$ cat config.mk
export PLATFORM = sky130hd
export DESIGN_NAME = wb_queue
export DESIGN_NICKNAME = d
export VERILOG_FILES = /design/src/rtl/pipe_pkg.sv /design/src/rtl/wb_scoreboard_match.sv /design/src/rtl/wb_queue.sv
export SDC_FILE = /design/constraint.sdc
export NUM_CORES = 1
export LEC_CHECK = 0
export BUFFER_PORTS_ARGS = -buffer_cell sky130_fd_sc_hd__buf_4
export CAP_MARGIN = 15
export CORE_ASPECT_RATIO = 0.75
export CORE_MARGIN = 1
export CORE_UTILIZATION = 61
export CTS_CLUSTER_SIZE = 28
export DETAILED_ROUTE_END_ITERATION = 10
export GPL_ROUTABILITY_DRIVEN = 0
export PLACE_DENSITY = 0.84
export SLEW_MARGIN = 15
export SYNTH_ARGS = -nofsm -noshare
export SYNTH_HDL_FRONTEND = slang
export SYNTH_SLANG_ARGS = --single-unit
$ cat constraint.sdc
create_clock -name clk -period 8.27 [get_ports clk]
set_clock_uncertainty 0.2 [all_clocks]
set_input_delay 2.481 -clock clk [delete_from_list [all_inputs] [get_ports clk]]
set_output_delay 2.481 -clock clk [all_outputs]
set_load 0.02 [all_outputs]
$ cat src/rtl/pipe_pkg.sv
// Shared writeback types: result kinds, queue entry layout and the kind-to-file mapping.
package pipe_pkg;

  localparam int unsigned WB_AW = 5;
  localparam int unsigned WB_DW = 32;

  typedef enum logic [1:0] {
    WB_INT_BUS     = 2'd0,
    WB_FP_FROM_INT = 2'd1,
    WB_INT_FROM_FP = 2'd2,
    WB_FP_BUS      = 2'd3
  } wb_kind_t;

  typedef struct packed {
    wb_kind_t            kind;
    logic [WB_AW-1:0]    rw;
    logic [WB_AW-1:0]    rs;
    logic [WB_DW-1:0]    data;
  } wb_entry_t;

  function automatic logic targets_fp(wb_kind_t k);
    return (k == WB_FP_FROM_INT) || (k == WB_FP_BUS);
  endfunction

endpackage

$ cat src/rtl/wb_scoreboard_match.sv
// Pending-destination comparator array: flags whether any valid entry writes q_reg_i in the queried file.
module wb_scoreboard_match #(
  parameter int unsigned DEPTH = 4,
  parameter int unsigned AW    = 5
) (
  input  logic [DEPTH-1:0]    valid_i,
  input  logic [DEPTH-1:0]    fp_i,
  input  logic [DEPTH*AW-1:0] rw_i,
  input  logic                q_fp_i,
  input  logic [AW-1:0]       q_reg_i,
  output logic                hit_o
);

  always_comb begin
    hit_o = 1'b0;
    for (int unsigned i = 0; i < DEPTH; i++) begin
      if (valid_i[i] && (fp_i[i] == q_fp_i) && (rw_i[i*AW +: AW] == q_reg_i))
        hit_o = 1'b1;
    end
  end

endmodule

$ cat src/rtl/wb_queue.sv
// In-order writeback queue feeding the dual int/FP register-file write port, with a pending-write scoreboard.
// Optional zero-latency bypass of an empty queue is enabled by defining WBQ_BYPASS_EN.
module wb_queue
  import pipe_pkg::*;
#(
  parameter int unsigned DEPTH = 4,
  parameter int unsigned AW    = WB_AW,
  parameter int unsigned DW    = WB_DW
) (
  input  logic                       clk,
  input  logic                       reset,
  input  logic                       in_valid,
  output logic                       in_ready,
  input  logic [1:0]                 in_kind,
  input  logic [AW-1:0]              in_rw,
  input  logic [AW-1:0]              in_rs,
  input  logic [DW-1:0]              in_data,
  input  logic                       flush,
  input  logic                       rf_grant,
  output logic                       rf_write,
  output logic [1:0]                 rf_fpoint,
  output logic [AW-1:0]              rf_rw,
  output logic [AW-1:0]              rf_rs,
  output logic [DW-1:0]              rf_busW,
  input  logic                       q_fp,
  input  logic [AW-1:0]              q_rs,
  input  logic [AW-1:0]              q_rt,
  output logic                       q_hazard_a,
  output logic                       q_hazard_b,
  output logic [$clog2(DEPTH+1)-1:0] count
);

  localparam int unsigned PW = (DEPTH > 1) ? $clog2(DEPTH) : 1;
  localparam int unsigned CW = $clog2(DEPTH + 1);

  wb_entry_t         mem_q [DEPTH];
  logic [DEPTH-1:0]  valid_q;
  logic [PW-1:0]     head_q, tail_q;
  logic [CW-1:0]     count_q;

  wb_entry_t         in_ent, head_ent;
  logic              empty, byp, q_push, q_pop;
  logic [DEPTH-1:0]  fp_v;
  logic [DEPTH*AW-1:0] rw_v;
  logic              sb_a, sb_b, byp_fp;

  always_comb begin
    in_ent      = '0;
    in_ent.kind = wb_kind_t'(in_kind);
    in_ent.rw   = in_rw;
    in_ent.rs   = in_rs;
    in_ent.data = in_data;
  end

  assign empty = (count_q == '0);

`ifdef WBQ_BYPASS_EN
  assign byp = empty && in_valid && !flush;
`else
  assign byp = 1'b0;
`endif

  assign rf_write = (!empty || byp) && rf_grant;
  assign q_pop    = rf_write && !empty;
  assign in_ready = !flush && ((count_q < CW'(DEPTH)) || rf_write);
  // A granted bypass consumes the input directly, so it never occupies a slot.
  assign q_push   = in_valid && in_ready && !(byp && rf_grant);

  always_comb begin
    head_ent = '0;
    if (byp)
      head_ent = in_ent;
    else if (!empty)
      head_ent = mem_q[head_q];
  end

  assign rf_fpoint = head_ent.kind;
  assign rf_rw     = head_ent.rw;
  assign rf_rs     = head_ent.rs;
  assign rf_busW   = head_ent.data;
  assign count     = count_q;

  always_comb begin
    fp_v = '0;
    rw_v = '0;
    for (int unsigned i = 0; i < DEPTH; i++) begin
      fp_v[i]          = targets_fp(mem_q[i].kind);
      rw_v[i*AW +: AW] = mem_q[i].rw;
    end
  end

  wb_scoreboard_match #(.DEPTH(DEPTH), .AW(AW)) u_match_a (
    .valid_i (valid_q),
    .fp_i    (fp_v),
    .rw_i    (rw_v),
    .q_fp_i  (q_fp),
    .q_reg_i (q_rs),
    .hit_o   (sb_a)
  );

  wb_scoreboard_match #(.DEPTH(DEPTH), .AW(AW)) u_match_b (
    .valid_i (valid_q),
    .fp_i    (fp_v),
    .rw_i    (rw_v),
    .q_fp_i  (q_fp),
    .q_reg_i (q_rt),
    .hit_o   (sb_b)
  );

  assign byp_fp     = targets_fp(in_ent.kind);
  assign q_hazard_a = sb_a || (byp && (byp_fp == q_fp) && (in_rw == q_rs));
  assign q_hazard_b = sb_b || (byp && (byp_fp == q_fp) && (in_rw == q_rt));

  always_ff @(posedge clk) begin
    if (q_push)
      mem_q[tail_q] <= in_ent;
  end

  always_ff @(posedge clk) begin
    if (reset || flush) begin
      count_q <= '0;
      head_q  <= '0;
      tail_q  <= '0;
      valid_q <= '0;
    end else begin
      // Clear before set: on a full push+pop head == tail and the new entry must stay valid.
      if (q_pop) begin
        valid_q[head_q] <= 1'b0;
        head_q          <= head_q + PW'(1);
      end
      if (q_push) begin
        valid_q[tail_q] <= 1'b1;
        tail_q          <= tail_q + PW'(1);
      end
      if (q_push && !q_pop)
        count_q <= count_q + CW'(1);
      else if (q_pop && !q_push)
        count_q <= count_q - CW'(1);
    end
  end

endmodule

Word level (Yosys, flattened, before mapping)
Memory sizes are Yosys's and may differ from the RTL's. A register that Yosys moved wholly into a read port is not among the register bits.
Index checks and enable logic that the tools add are counted.
W data, S select, Z words.

cells by class
  equality and inequality tests = 20
  bitwise logic cells = 3
  reductions and logical operators = 32
  $lt $le $gt $ge = 5
  multiplexer cells = 22
  add/sub/neg operators = 4

operator list
  kind                   number
  $mux W44               1
  $eq A5 B5 Y1           8
  $logic_and A1 B1 Y1    20
  $mux W1                12
  $mux W4                3
  $eq A2 B1 Y1 const B   4
  $eq A2 B2 Y1 const B   4
  $logic_or A1 B1 Y1     6
  $lt A2 B3 Y1 const B   2
  $mux W3                2
  $add A2 B1 Y2 const B  2
  $and A4 B4 Y4          1
  $demux W1 S2           2
  $eq A1 B1 Y1           4
  $ge A2 B1 Y1 const B   2
  $logic_not A1 Y1       4
  $mux W2                2
  $not A4 Y4             1
  $or A4 B4 Y4           1
  $add A3 B1 Y3 const B  1
  $logic_not A3 Y1       1
  $lt A3 B3 Y1 const B   1
  $sub A3 B1 Y3 const B  1
  $reduce_bool A2 Y1     1

word-level totals
  memories = 1
  output and inout port bits = 51
  input port bits = 60
  word-level logic and storage cells = 91
  register bits = 11
  bits in writable memories = 176

memory list
  name   words  bits a word  read ports  clocked after Yosys merged registers in  wr ports  line            text
  mem_q  4      44           5           1                                        1         wb_queue.sv:36  wb_entry_t mem_q [DEPTH];

Longest topological paths before layout
Gate-level depths: netlist (run 1).

  word-level depth = 10
  gate-level depth with buffers = 10
  depth with buffers taken out = 9

By module
From an unflattened synthesis (run 1), not the netlist that was laid out.

second synthesis, totals
  cells, all modules = 428
  area total of the unflattened synthesis = 7,892.6 µm²

by module, submodules not included
  module               sequential area each (µm²)  cells an instance  area each (µm²)  instances
  wb_queue             5,545.3                     360                7,347.0          1
  wb_scoreboard_match  0.0                         34                 272.8            2

Worst setup path before layout (run 1)
No wires, ideal clock.

  kind = input to output
  start = input q_fp
  end = output q_hazard_a
  data required time = 5.589 ns
  stages on the path = 6
  buffers on the path = 1
  setup slack = 2.221 ns
  arrival = 3.368 ns
  path through = clkbuf_1 xnor2_1 nand2_1 nor3_1 nand4_1 nand3_1

on the way
  longest elaborated chain between the ends = 7
  elaborated cells on any way between the ends = 16
  those cells by class = eq/ne: 4; mux: 4; reduce/logical: 8

RTL lines
  item                               line                       text
  start: declaration                 wb_queue.sv:25             input logic q_fp,
  $eq A1 B1 Y1                       wb_scoreboard_match.sv:17  if (valid_i[i] && (fp_i[i] == q_fp_i) && (rw_i[i*AW +: AW] == q_reg_i))
  $logic_and A1 B1 Y1 (2 in series)  wb_scoreboard_match.sv:17
  $mux W1 (3 in series)              wb_scoreboard_match.sv:17
  $mux W1 *                          wb_scoreboard_match.sv:17
  end: declaration                   wb_queue.sv:28             output logic q_hazard_a,

Mark *: on every way between the ends. The rest lies on a longest branch, timed or not.

Worst setup path in the final report (run 1)
  start = input q_fp
  end = output q_hazard_b

on the way
  longest elaborated chain between the ends = 7
  elaborated cells on any way between the ends = 16
  those cells by class = eq/ne: 4; mux: 4; reduce/logical: 8

RTL lines
  item                               line                       text
  $eq A1 B1 Y1                       wb_scoreboard_match.sv:17
  $logic_and A1 B1 Y1 (2 in series)  wb_scoreboard_match.sv:17
  $mux W1 (3 in series)              wb_scoreboard_match.sv:17
  $mux W1 *                          wb_scoreboard_match.sv:17
  end: declaration                   wb_queue.sv:29             output logic q_hazard_b,

Marked as above.

==> impl_metrics.env, run 1 <==
export IMPL_cts_hold_fix_buffers=0
export IMPL_ff_latch_area_um2=5550
export IMPL_die_width_um=133
export IMPL_grt_setup_unrepaired="no"
export IMPL_timing_setup_tns_ns=0
export IMPL_startpoint_type="primary input"
export IMPL_mappedNetlistArea_um2=7830
export IMPL_synth_net_count=493
export IMPL_worst_path_dominant_cell_family="simple AND/OR/NAND/NOR gates"
export IMPL_cp_end_kind="output port"
export IMPL_synth_cell_types=28
export IMPL_finalNonFillerCells=714
export IMPL_boundaryPins=111
export IMPL_power_per_cell_area_nw_per_um2=221
export IMPL_finalWorstPathRequiredPeriod_ns=6.19
export IMPL_number_of_setup_buffers_added_after_cts=0
export IMPL_slew_violations=0
export IMPL_timing_fmax_mhz=162
export IMPL_worst_path_max_delay_cell="xnor2_1"
export IMPL_timing_hold_violations_final=0
export IMPL_max_cap_violations=0
export IMPL_slew_headroom=0.261
export IMPL_worst_skew_pair_late_latency_ns=0.42
export IMPL_grt_first_pass_wirelength_um=23000
export IMPL_ir_drop_mv=0.200
export IMPL_drive_above_1_share=0.354
export IMPL_critical_path_most_common_cell="buf_4"
export IMPL_filler_cell_count=719
export IMPL_dr_pass1_iters=4
export IMPL_floorplan_initialDensity=0.632
export IMPL_globalRoute_totalOverflow=0
export IMPL_rows=35
export IMPL_critical_path_max_fanout=4
export IMPL_worst_slew_pin_slew_ns=1.11
export IMPL_min_delay_path_class="flop to flop"
export IMPL_yosysWarningCount=0
export IMPL_cts_sink_count=189
export IMPL_critPathMaxStageDelay_ns=0.21
export IMPL_first_global_vias=4325
export IMPL_route_antenna_remaining_nets=0
export IMPL_via_count=4125
export IMPL_buffer_ports_inserted=110
export IMPL_clk_path_buf_depth=2
export IMPL_tritoncts="built"
export IMPL_path_buf_inv=2
export IMPL_grt_start_max_net_pins=45
export IMPL_tritoncts_num_buffers=17
export IMPL_wire_per_inst_um=20.7
export IMPL_placed_cells_incl_taps=682
export IMPL_finalCritPeriodShare=0.748
export IMPL_postSynthAreaPerCell_um2=18.5
export IMPL_crit_chain="buf_4 -> xnor2_1 -> nand4_1 -> nor4_1 -> a21oi_1 -> nand3_1 -> buf_4"
export IMPL_die_h_um=100
export IMPL_clk_transition_reported_paths_ns=0.06
export IMPL_multiInputGateArea_um2=2120
export IMPL_ys_seq_area_frac=0.708
export IMPL_worst_path_class_setup="primary input to output port"
export IMPL_die_area_um2=13300
export IMPL_power_static_leakage_nw=3.22
export IMPL_finalCoreUtilization=0.755
export IMPL_antenna_found_initial=0
export IMPL_resize_count_post_cts=0
export IMPL_synth_seq_cells=189
export IMPL_post_layout_net_count=605
export IMPL_cts_htree_levels=4
export IMPL_outcome="finished clean"
export IMPL_syn_to_final_growth_pct=19.6
export IMPL_post_route_drc_count=0
export IMPL_clk_root_buffer_cell="clkbuf_16"
export IMPL_core_region_area_um2=12400
export IMPL_detail_route_vias_per_cell=5.78
export IMPL_antenna_diode_instance_count=0
export IMPL_first_iter_violations=235
export IMPL_critPathArrivalTime_ns=3.50
export IMPL_setup_violations_final=0
export IMPL_crit_required_ns=5.59
export IMPL_final_routed_wirelength_um=14800
export IMPL_hpwlAfterDp_um=8940
export IMPL_postSynthCellCount=423
export IMPL_grt_usage=0.241
-- kinds of logic after synthesis --
kind of cell	count (synthesis)	synth area share
compound gates	13	0.00831
flops	189	0.708
mux	47	0.130
simple gates	85	0.0611
buf+inv	31	0.0211
fa+ha+maj	10	0.0169
xor+xnor	48	0.0537
-- area by class of cell --
class	count	area share
multi-input cells	203	0.227
repair buffers	113	0.0906
flip-flops and latches	189	0.593
clock buffers	17	0.0455
clock inverters	15	0.0174
well taps	166	0.0222
inverters	11	0.00441
-- power breakdown --
group / leakage, nW / total (W) / internal [W] / switching [W]
sequential: 1.70 / 0.00107 / 0.00106 / 0.0000123
clock: 0.281 / 0.000803 / 0.000450 / 0.000353
combinational: 1.24 / 0.000194 / 0.0000892 / 0.000104
-- sequential cells by signal (all words and copies together), names as in the netlist, named ones only --
register	count
tail_q	2
mem_q	176
head_q	2
valid_q	4
count	3
-- tightest hold or removal path, cell delays in order (launching register included) --
cell	delay, ns
dfxtp_1	0.33
o21ai_0	0.07
a21oi_1	0.07
-- worst paths after layout --
kind / start / end / slack (ns) / depth (start not counted)
worst max-delay path: q_fp / q_hazard_b / 2.08 / 7
worst min-delay path: valid_q[0] / valid_q[0] / 0.33 / 2
worst max register to register: count[0] / count[2] / 5.30 / 8
worst min register to register: valid_q[0] / valid_q[0] / 0.33 / 2
-- stage by stage --
step           hold WS, ns  power, W  worst slack (ns)  cell area (µm²)
2_1_floorplan        0.254   0.00120              2.22             7830
3_3_place_gp         0.296   0.00128              2.19             8770
3_5_place_dp         0.288   0.00129              2.11             8770
4_1_cts              0.317   0.00208              2.10             9360
5_1_grt              0.367   0.00213              2.01             9360
6_report             0.327   0.00207              2.08             9360
-- routing by layer --
layer	global-route usage	vias to the layer above	share of wire	routed length [µm]
met5	0	-	0	0
met4	0.0813	0	0.017	244
met3	0.0732	22	0.050	743
met2	0.397	139	0.50	7450
met1	0.310	2118	0.43	6330
li1	-	1846	-	-
-- cells in the mapped netlist --
cell | instances | area [µm²]
nand3_1 | 2 | 10.0
nor4_1 | 2 | 12.5
buf_2 | 5 | 25.0
nand4_1 | 6 | 37.5
a21oi_1 | 8 | 40.0
ha_1 | 9 | 113
nor3_1 | 8 | 40.0
edfxtp_1 | 176 | 5290
mux2i_1 | 3 | 30.0
or2_2 | 1 | 6.26
nand2b_1 | 1 | 6.26
inv_1 | 11 | 41.3
buf_4 | 1 | 7.51
clkbuf_2 | 1 | 5.00
clkbuf_1 | 8 | 30.0
xor2_1 | 26 | 228
or3_1 | 1 | 6.26
nor2b_1 | 44 | 275
nor2_1 | 7 | 26.3
xnor2_1 | 22 | 193
dfxtp_1 | 13 | 260
buf_6 | 5 | 56.3
nand2_1 | 11 | 41.3
o21ai_0 | 5 | 25.0
and2_1 | 1 | 6.26
mux4_2 | 44 | 991
nor3_2 | 1 | 10.0
fa_1 | 1 | 20.0
-- placed cells by master (no fill, tap or decap), drive strengths merged, types with 11 or more instances in the layout --
| cell | Yosys | routed |
|---|---|---|
| edfxtp | 176 | 176 |
| xnor2 | 22 | 22 |
| buf | 11 | 113 |
| nand2 | 11 | 11 |
| clkbuf | 9 | 17 |
| dfxtp | 13 | 13 |
| xor2 | 26 | 26 |
| inv | 11 | 15 |
| mux4 | 44 | 44 |
| nor2b | 44 | 44 |
Note: power is estimated with default switching activity, not from simulation.
==> run 2: changes to the inputs <==
--- a/config.mk
+++ b/config.mk
@@ -9,11 +9,11 @@
 export CAP_MARGIN = 15
 export CORE_ASPECT_RATIO = 0.75
 export CORE_MARGIN = 1
-export CORE_UTILIZATION = 61
+export CORE_UTILIZATION = 51
 export CTS_CLUSTER_SIZE = 28
 export DETAILED_ROUTE_END_ITERATION = 10
 export GPL_ROUTABILITY_DRIVEN = 0
-export PLACE_DENSITY = 0.84
+export PLACE_DENSITY = 0.75
 export SLEW_MARGIN = 15
 export SYNTH_ARGS = -nofsm -noshare
 export SYNTH_HDL_FRONTEND = slang
==> constraint.sdc (replaced) <==
create_clock -name clk -period 5 [get_ports clk]
set_clock_uncertainty 0.2 [all_clocks]
set_input_delay 1.5 -clock clk [delete_from_list [all_inputs] [get_ports clk]]
set_output_delay 1.5 -clock clk [all_outputs]
set_load 0.02 [all_outputs]
==> run 2 against run 1 <==
Sequential power increased by 65%; clock-buffer cell count rose by 2; largest cell class unchanged; worst setup slack worse by 1.3 ns; core utilization shrank 12 points; critical path type unchanged; critical path depth unchanged; design area up 0.71%; sequential share of layout area shrank 0.42 points.
==> impl_metrics.env, run 2 (synthesis results as in run 1) <==
export IMPL_syn_to_final_growth_pct=20.4
export IMPL_cts_hold_fix_buffers=0
export IMPL_worst_path_dominant_cell_family="simple AND/OR/NAND/NOR gates"
export IMPL_antenna_found_initial=0
export IMPL_post_route_drc_count=0
export IMPL_cts_htree_levels=4
export IMPL_min_delay_path_class="flop to flop"
export IMPL_tritoncts="built"
export IMPL_grt_usage=0.197
export IMPL_cp_end_kind="output port"
export IMPL_timing_fmax_mhz=235
export IMPL_drive_above_1_share=0.366
export IMPL_crit_chain="buf_4 -> xnor2_1 -> nand4_1 -> nor4_1 -> a21oi_1 -> nand3_1 -> buf_4"
export IMPL_slew_headroom=0.530
export IMPL_seq_power_share=0.528
export IMPL_finalWorstPathRequiredPeriod_ns=4.26
export IMPL_cts_sink_count=189
export IMPL_clk_root_buffer_cell="clkbuf_16"
export IMPL_path_buf_inv=2
export IMPL_critPathMaxStageDelay_ns=0.25
export IMPL_final_routed_wirelength_um=14700
export IMPL_antenna_diode_instance_count=0
export IMPL_grt_start_max_net_pins=45
export IMPL_wire_per_inst_um=19.4
export IMPL_worst_skew_pair_late_latency_ns=0.42
export IMPL_largest_register="mem_q"
export IMPL_worst_path_class_setup="primary input to output port"
export IMPL_critical_path_most_common_cell="buf_4"
export IMPL_layout_cell_area_non_filler_um2=9430
export IMPL_route_antenna_remaining_nets=0
export IMPL_core_region_area_um2=14700
export IMPL_switchingPower_w=0.000745
export IMPL_dr_pass1_iters=4
export IMPL_floorplan_initialDensity=0.531
export IMPL_internal_power_w=0.00261
export IMPL_clk_transition_reported_paths_ns=0.06
export IMPL_combinationalPowerShare=0.099
export IMPL_startpoint_type="primary input"
export IMPL_number_of_setup_buffers_added_after_cts=0
export IMPL_layout_cells_most_common="edfxtp_1"
export IMPL_switching_share=0.222
export IMPL_grt_setup_unrepaired="no"
export IMPL_die_h_um=109
export IMPL_outcome="finished clean"
export IMPL_tritoncts_num_buffers=17
export IMPL_grt_first_pass_wirelength_um=22800
export IMPL_timing_setup_tns_ns=0
export IMPL_clk_path_buf_depth=2
export IMPL_die_area_um2=15900
export IMPL_timing_hold_violations_final=0
export IMPL_slew_violations=0
export IMPL_ir_drop_mv=0.285
export IMPL_critPathArrivalTime_ns=2.56
export IMPL_power_static_leakage_nw=3.25
export IMPL_resize_count_post_cts=0
export IMPL_power_per_cell_area_nw_per_um2=356
export IMPL_buffer_ports_inserted=110
export IMPL_largest_reg_flops=176
export IMPL_top_library_cells_by_usage_in_the_layout_fill_and_taps_aside="edfxtp_1, buf_4, mux4_2, nor2b_1, xor2_1"
export IMPL_via_count=4124
export IMPL_first_global_vias=4327
export IMPL_globalRoute_totalOverflow=0
export IMPL_worst_slew_pin_slew_ns=0.705
export IMPL_finalCritPeriodShare=0.853
export IMPL_timing_reg2reg_setup_slack_ns=1.86
export IMPL_place_area_um2=8870
export IMPL_clock_power_share=0.373
export IMPL_max_cap_violations=0
export IMPL_crit_required_ns=3.30
export IMPL_die_width_um=145
export IMPL_detail_route_vias_per_cell=5.46
export IMPL_first_iter_violations=254
export IMPL_boundaryPins=111
export IMPL_rows=38
export IMPL_setup_violations_final=0
export IMPL_post_layout_net_count=612
export IMPL_worst_path_max_delay_cell="nor4_1"
export IMPL_hpwlAfterDp_um=9010
export IMPL_critical_path_max_fanout=4
run 2: area by class of cell:
cell class	instances	area [µm²]
clock buffer	19	443
clock inverter	13	116
fill	1065	5310
inverter	11	41.3
multi-input combinational	203	2120
sequential	189	5550
tap	200	250
timing repair buffer	120	901
run 2: power groups by stage:
stage                     clock network (W)  registers (W)  logic (W)
after floorplan                           0        0.00180   0.000181
after global placement                    0        0.00180   0.000327
after detailed placement                  0        0.00181   0.000333
after CTS                           0.00128        0.00177   0.000335
after global routing                0.00134        0.00177   0.000355
final                               0.00125        0.00177   0.000331
run 2: path summary, 6_finish.rpt:
path | start | end | cells after the start
hold / removal | valid_q[0] | valid_q[0] | 2
hold reg to reg | valid_q[0] | valid_q[0] | 2
setup / recovery | q_fp | q_hazard_b | 7
setup reg to reg | count[0] | count[2] | 9
run 2: per-stage QoR:
stage | setup slack [ns] | utilization | power (W) | hold slack [ns] | std cells
5_1_grt | 0.714 | 0.639 | 0.00346 | 0.315 | 755
4_1_cts | 0.793 | 0.639 | 0.00339 | 0.307 | 755
6_report | 0.736 | 0.639 | 0.00335 | 0.307 | 755
3_3_place_gp | 0.888 | 0.602 | 0.00213 | 0.305 | 723
2_1_floorplan | 0.913 | - | 0.00198 | 0.254 | 423
3_5_place_dp | 0.794 | 0.602 | 0.00214 | 0.296 | 723
run 2: worst register-to-register path, stage by stage, from the launching register on:
cell	delay, ns
dfxtp_1	0.38
nor3_4	0.58
buf_4	0.34
nand2b_1	0.27
ha_1	0.24
inv_1	0.06
fa_1	0.37
xor2_1	0.19
or3_1	0.32
a21oi_1	0.14
run 2: metal layers:
metal | vias up | wire length (µm) | global-route usage
li1 | 1858 | - | -
met1 | 2120 | 6090 | 0.240
met2 | 131 | 7420 | 0.336
met3 | 15 | 1050 | 0.0685
met4 | 0 | 127 | 0.0632
met5 | - | 0 | 0
==> run 3: changes to the inputs <==
--- a/config.mk
+++ b/config.mk
@@ -9,12 +9,13 @@
 export CAP_MARGIN = 15
 export CORE_ASPECT_RATIO = 0.75
 export CORE_MARGIN = 1
-export CORE_UTILIZATION = 51
+export CORE_UTILIZATION = 52
 export CTS_CLUSTER_SIZE = 28
 export DETAILED_ROUTE_END_ITERATION = 10
 export GPL_ROUTABILITY_DRIVEN = 0
-export PLACE_DENSITY = 0.75
+export PLACE_DENSITY = 0.76
 export SLEW_MARGIN = 15
 export SYNTH_ARGS = -nofsm -noshare
 export SYNTH_HDL_FRONTEND = slang
+export SYNTH_HIERARCHICAL = 1
 export SYNTH_SLANG_ARGS = --single-unit
==> run 3 against run 2 <==
Register-to-register slack improved by 0.48 ns; sequential share of layout area fell by 1.0 points; area after synthesis rose by 0.83%; power rose by 6.9%; largest power group unchanged.
==> impl_metrics.env, run 3 <==
export IMPL_outcome="finished clean"
export IMPL_cts_hold_fix_buffers=0
export IMPL_first_global_vias=4379
export IMPL_buffer_ports_inserted=110
export IMPL_antenna_found_initial=0
export IMPL_timing_reg2reg_setup_slack_ns=2.34
export IMPL_critical_path_max_fanout=8
export IMPL_critPathArrivalTime_ns=2.77
export IMPL_worst_path_class_setup="primary input to output port"
export IMPL_synth_top_flop_cell="edfxtp_1"
export IMPL_drive_above_1_share=0.362
export IMPL_synth_net_count=498
export IMPL_post_route_drc_count=0
export IMPL_ys_async_sr_fraction=0
export IMPL_syn_to_final_growth_pct=21.5
export IMPL_die_width_um=144
export IMPL_antenna_diode_instance_count=0
export IMPL_seq_power_share=0.495
export IMPL_max_cap_violations=0
export IMPL_setup_violations_final=0
export IMPL_rr_startpoint="count[0]"
export IMPL_grt_start_max_net_pins=45
export IMPL_grt_first_pass_wirelength_um=24000
export IMPL_wire_per_inst_um=20.5
export IMPL_synth_cell_types=27
export IMPL_register_to_register_path_depth=10
export IMPL_postSynthAreaPerCell_um2=18.4
export IMPL_tritoncts_num_buffers=17
export IMPL_worst_path_dominant_cell_family="simple AND/OR/NAND/NOR gates"
export IMPL_clock_power_share=0.413
export IMPL_yosysWarningCount=6
export IMPL_startpoint_type="primary input"
export IMPL_slew_headroom=0.389
export IMPL_largest_reg_flops=176
export IMPL_synth_most_common_cell="edfxtp_1"
export IMPL_hpwlAfterDp_um=10000
export IMPL_detail_route_vias_per_cell=5.47
export IMPL_critical_path_most_common_cell="buf_4"
export IMPL_grt_usage=0.215
export IMPL_critical_path_endpoint="q_hazard_a"
export IMPL_dpl_worst_slack_ns=0.600
export IMPL_timing_setup_tns_ns=0
export IMPL_crit_required_ns=3.30
export IMPL_clk_path_buf_depth=2
export IMPL_clk_transition_reported_paths_ns=0.06
export IMPL_most_instantiated_cells_after_synthesis="edfxtp_1, nor2b_1, mux4_2"
export IMPL_rows=38
export IMPL_synth_enable_flop_cells=176
export IMPL_place_area_um2=8940
export IMPL_finalCoreUtilization=0.655
export IMPL_layout_cells_most_common="edfxtp_1"
export IMPL_final_hold_slack_ns=0.324
export IMPL_postLayoutSetupSlackWorst_ns=0.526
export IMPL_critPathMaxStageDelay_ns=0.53
export IMPL_postSynthCellCount=428
export IMPL_filler_cell_count=1026
export IMPL_synth_largest_type_area_fraction=0.670
export IMPL_clk_root_buffer_cell="clkbuf_16"
export IMPL_post_layout_net_count=618
export IMPL_resize_count_post_cts=0
export IMPL_die_area_um2=15700
export IMPL_reg2reg_to="count[2]"
export IMPL_via_count=4165
export IMPL_globalRoute_totalOverflow=0
export IMPL_cp_depth=6
export IMPL_internal_power_w=0.00284
export IMPL_top_library_cells_by_usage_in_the_layout_fill_and_taps_aside="edfxtp_1, buf_4, nor2b_1, mux4_2, xor2_1"
export IMPL_worst_slew_pin_slew_ns=0.917
export IMPL_final_routed_wirelength_um=15600
export IMPL_netlist_top_cell_by_area="edfxtp_1"
export IMPL_core_region_area_um2=14600
export IMPL_worst_skew_pair_late_latency_ns=0.43
export IMPL_worst_path_max_delay_cell="or4_1"
export IMPL_route_antenna_remaining_nets=0
export IMPL_number_of_setup_buffers_added_after_cts=0
export IMPL_layout_cell_area_non_filler_um2=9590
export IMPL_boundaryPins=111
export IMPL_switching_share=0.208
export IMPL_switchingPower_w=0.000746
export IMPL_slew_violations=0
export IMPL_ys_seq_area_frac=0.703
export IMPL_first_iter_violations=242
export IMPL_floorplan_initialDensity=0.539
export IMPL_crit_chain="buf_4 -> xnor2_1 -> nand4_1 -> nor4_1 -> or4_1 -> buf_4"
export IMPL_power_per_cell_area_nw_per_um2=374
export IMPL_die_h_um=109
export IMPL_mappedNetlistArea_um2=7890
export IMPL_combinationalPowerShare=0.092
export IMPL_grt_setup_unrepaired="no"
export IMPL_tritoncts="built"
export IMPL_finalWorstPathRequiredPeriod_ns=4.47
export IMPL_dr_pass1_iters=4
export IMPL_timing_hold_violations_final=0
export IMPL_path_buf_inv=2
export IMPL_finalCritPeriodShare=0.895
export IMPL_cts_htree_levels=4
export IMPL_power_static_leakage_nw=3.31
export IMPL_synth_seq_cells=189
export IMPL_yosys_top_cells_area="edfxtp_1, mux4_2, nor2b_1"
export IMPL_ir_drop_mv=0.282
export IMPL_worstSetupStartpoint="q_fp"
export IMPL_min_delay_path_class="flop to flop"
export IMPL_cp_end_kind="output port"
export IMPL_largest_register="mem_q"
export IMPL_timing_fmax_mhz=224
export IMPL_cts_sink_count=189
[run 3: cell count changes in the layout (fill, tap and decap cells not counted), moves of 4 or more]
cell / before / now
nand2_1: 11 / 0
nor3_1: 8 / 0
nor4_1: 2 / 8
bufinv_16: 1 / 6
nand3_1: 2 / 6
[run 3: tightest hold or removal path, delay by kind of cell (launching register included)]
kind | cells | cell delay (ns)
flip-flops | 1 | 0.33
AO/OA/AOI/OAI | 2 | 0.14
[run 3: worst min-delay path by stage]
stage / startpoint / endpoint / slack, ns / cells past startpoint
global route: valid_q[2] / valid_q[2] / 0.36 / 2
detailed placement: valid_q[0] / valid_q[0] / 0.31 / 2
floorplan: valid_q[0] / valid_q[0] / 0.27 / 2
finish: valid_q[0] / valid_q[0] / 0.32 / 2
global placement: tail_q[0] / tail_q[0] / 0.29 / 2
CTS: valid_q[0] / valid_q[0] / 0.33 / 2
[run 3: routing by layer]
layer  up-vias  wire length (µm)  global-route usage
met5         -                 0                   0
met4         0               195              0.0609
met3        23              1280              0.0716
met2       152              7400               0.336
met1      2104              6690               0.292
li1       1886                 -                   -
[run 3: power by group through the flow]
stage               Sequential [W]  Combinational (W)  Clock, W
CTS                        0.00178           0.000333   0.00150
global route               0.00178           0.000354   0.00157
floorplan                  0.00180           0.000182         0
global placement           0.00181           0.000322         0
finish                     0.00177           0.000330   0.00148
detailed placement         0.00181           0.000330         0
[run 3: layout make-up]
class	count	area (µm²)	share of cell area
multi-input combinational	204	2170	0.226
clock buffer	19	433	0.0451
sequential	189	5550	0.579
clock inverter	13	219	0.0228
timing repair buffer	122	916	0.0955
tap	200	250	0.0261
inverter	14	52.6	0.00548
[run 3: kinds of logic after synthesis]
| kind of cell | share of synthesized area |
|---|---|
| flops | 0.703 |
| simple gates | 0.0645 |
| xor+xnor | 0.0566 |
| mux | 0.128 |
| buf+inv | 0.0225 |
| compound gates | 0.00888 |
| fa+ha+maj | 0.0168 |
[run 3: per-stage QoR]
| stage | instances | power (W) |
|---|---|---|
| after floorplan | 428 | 0.00198 |
| after global placement | 729 | 0.00213 |
| after detailed placement | 729 | 0.00214 |
| after CTS | 761 | 0.00361 |
| after global routing | 761 | 0.00370 |
| final | 761 | 0.00359 |
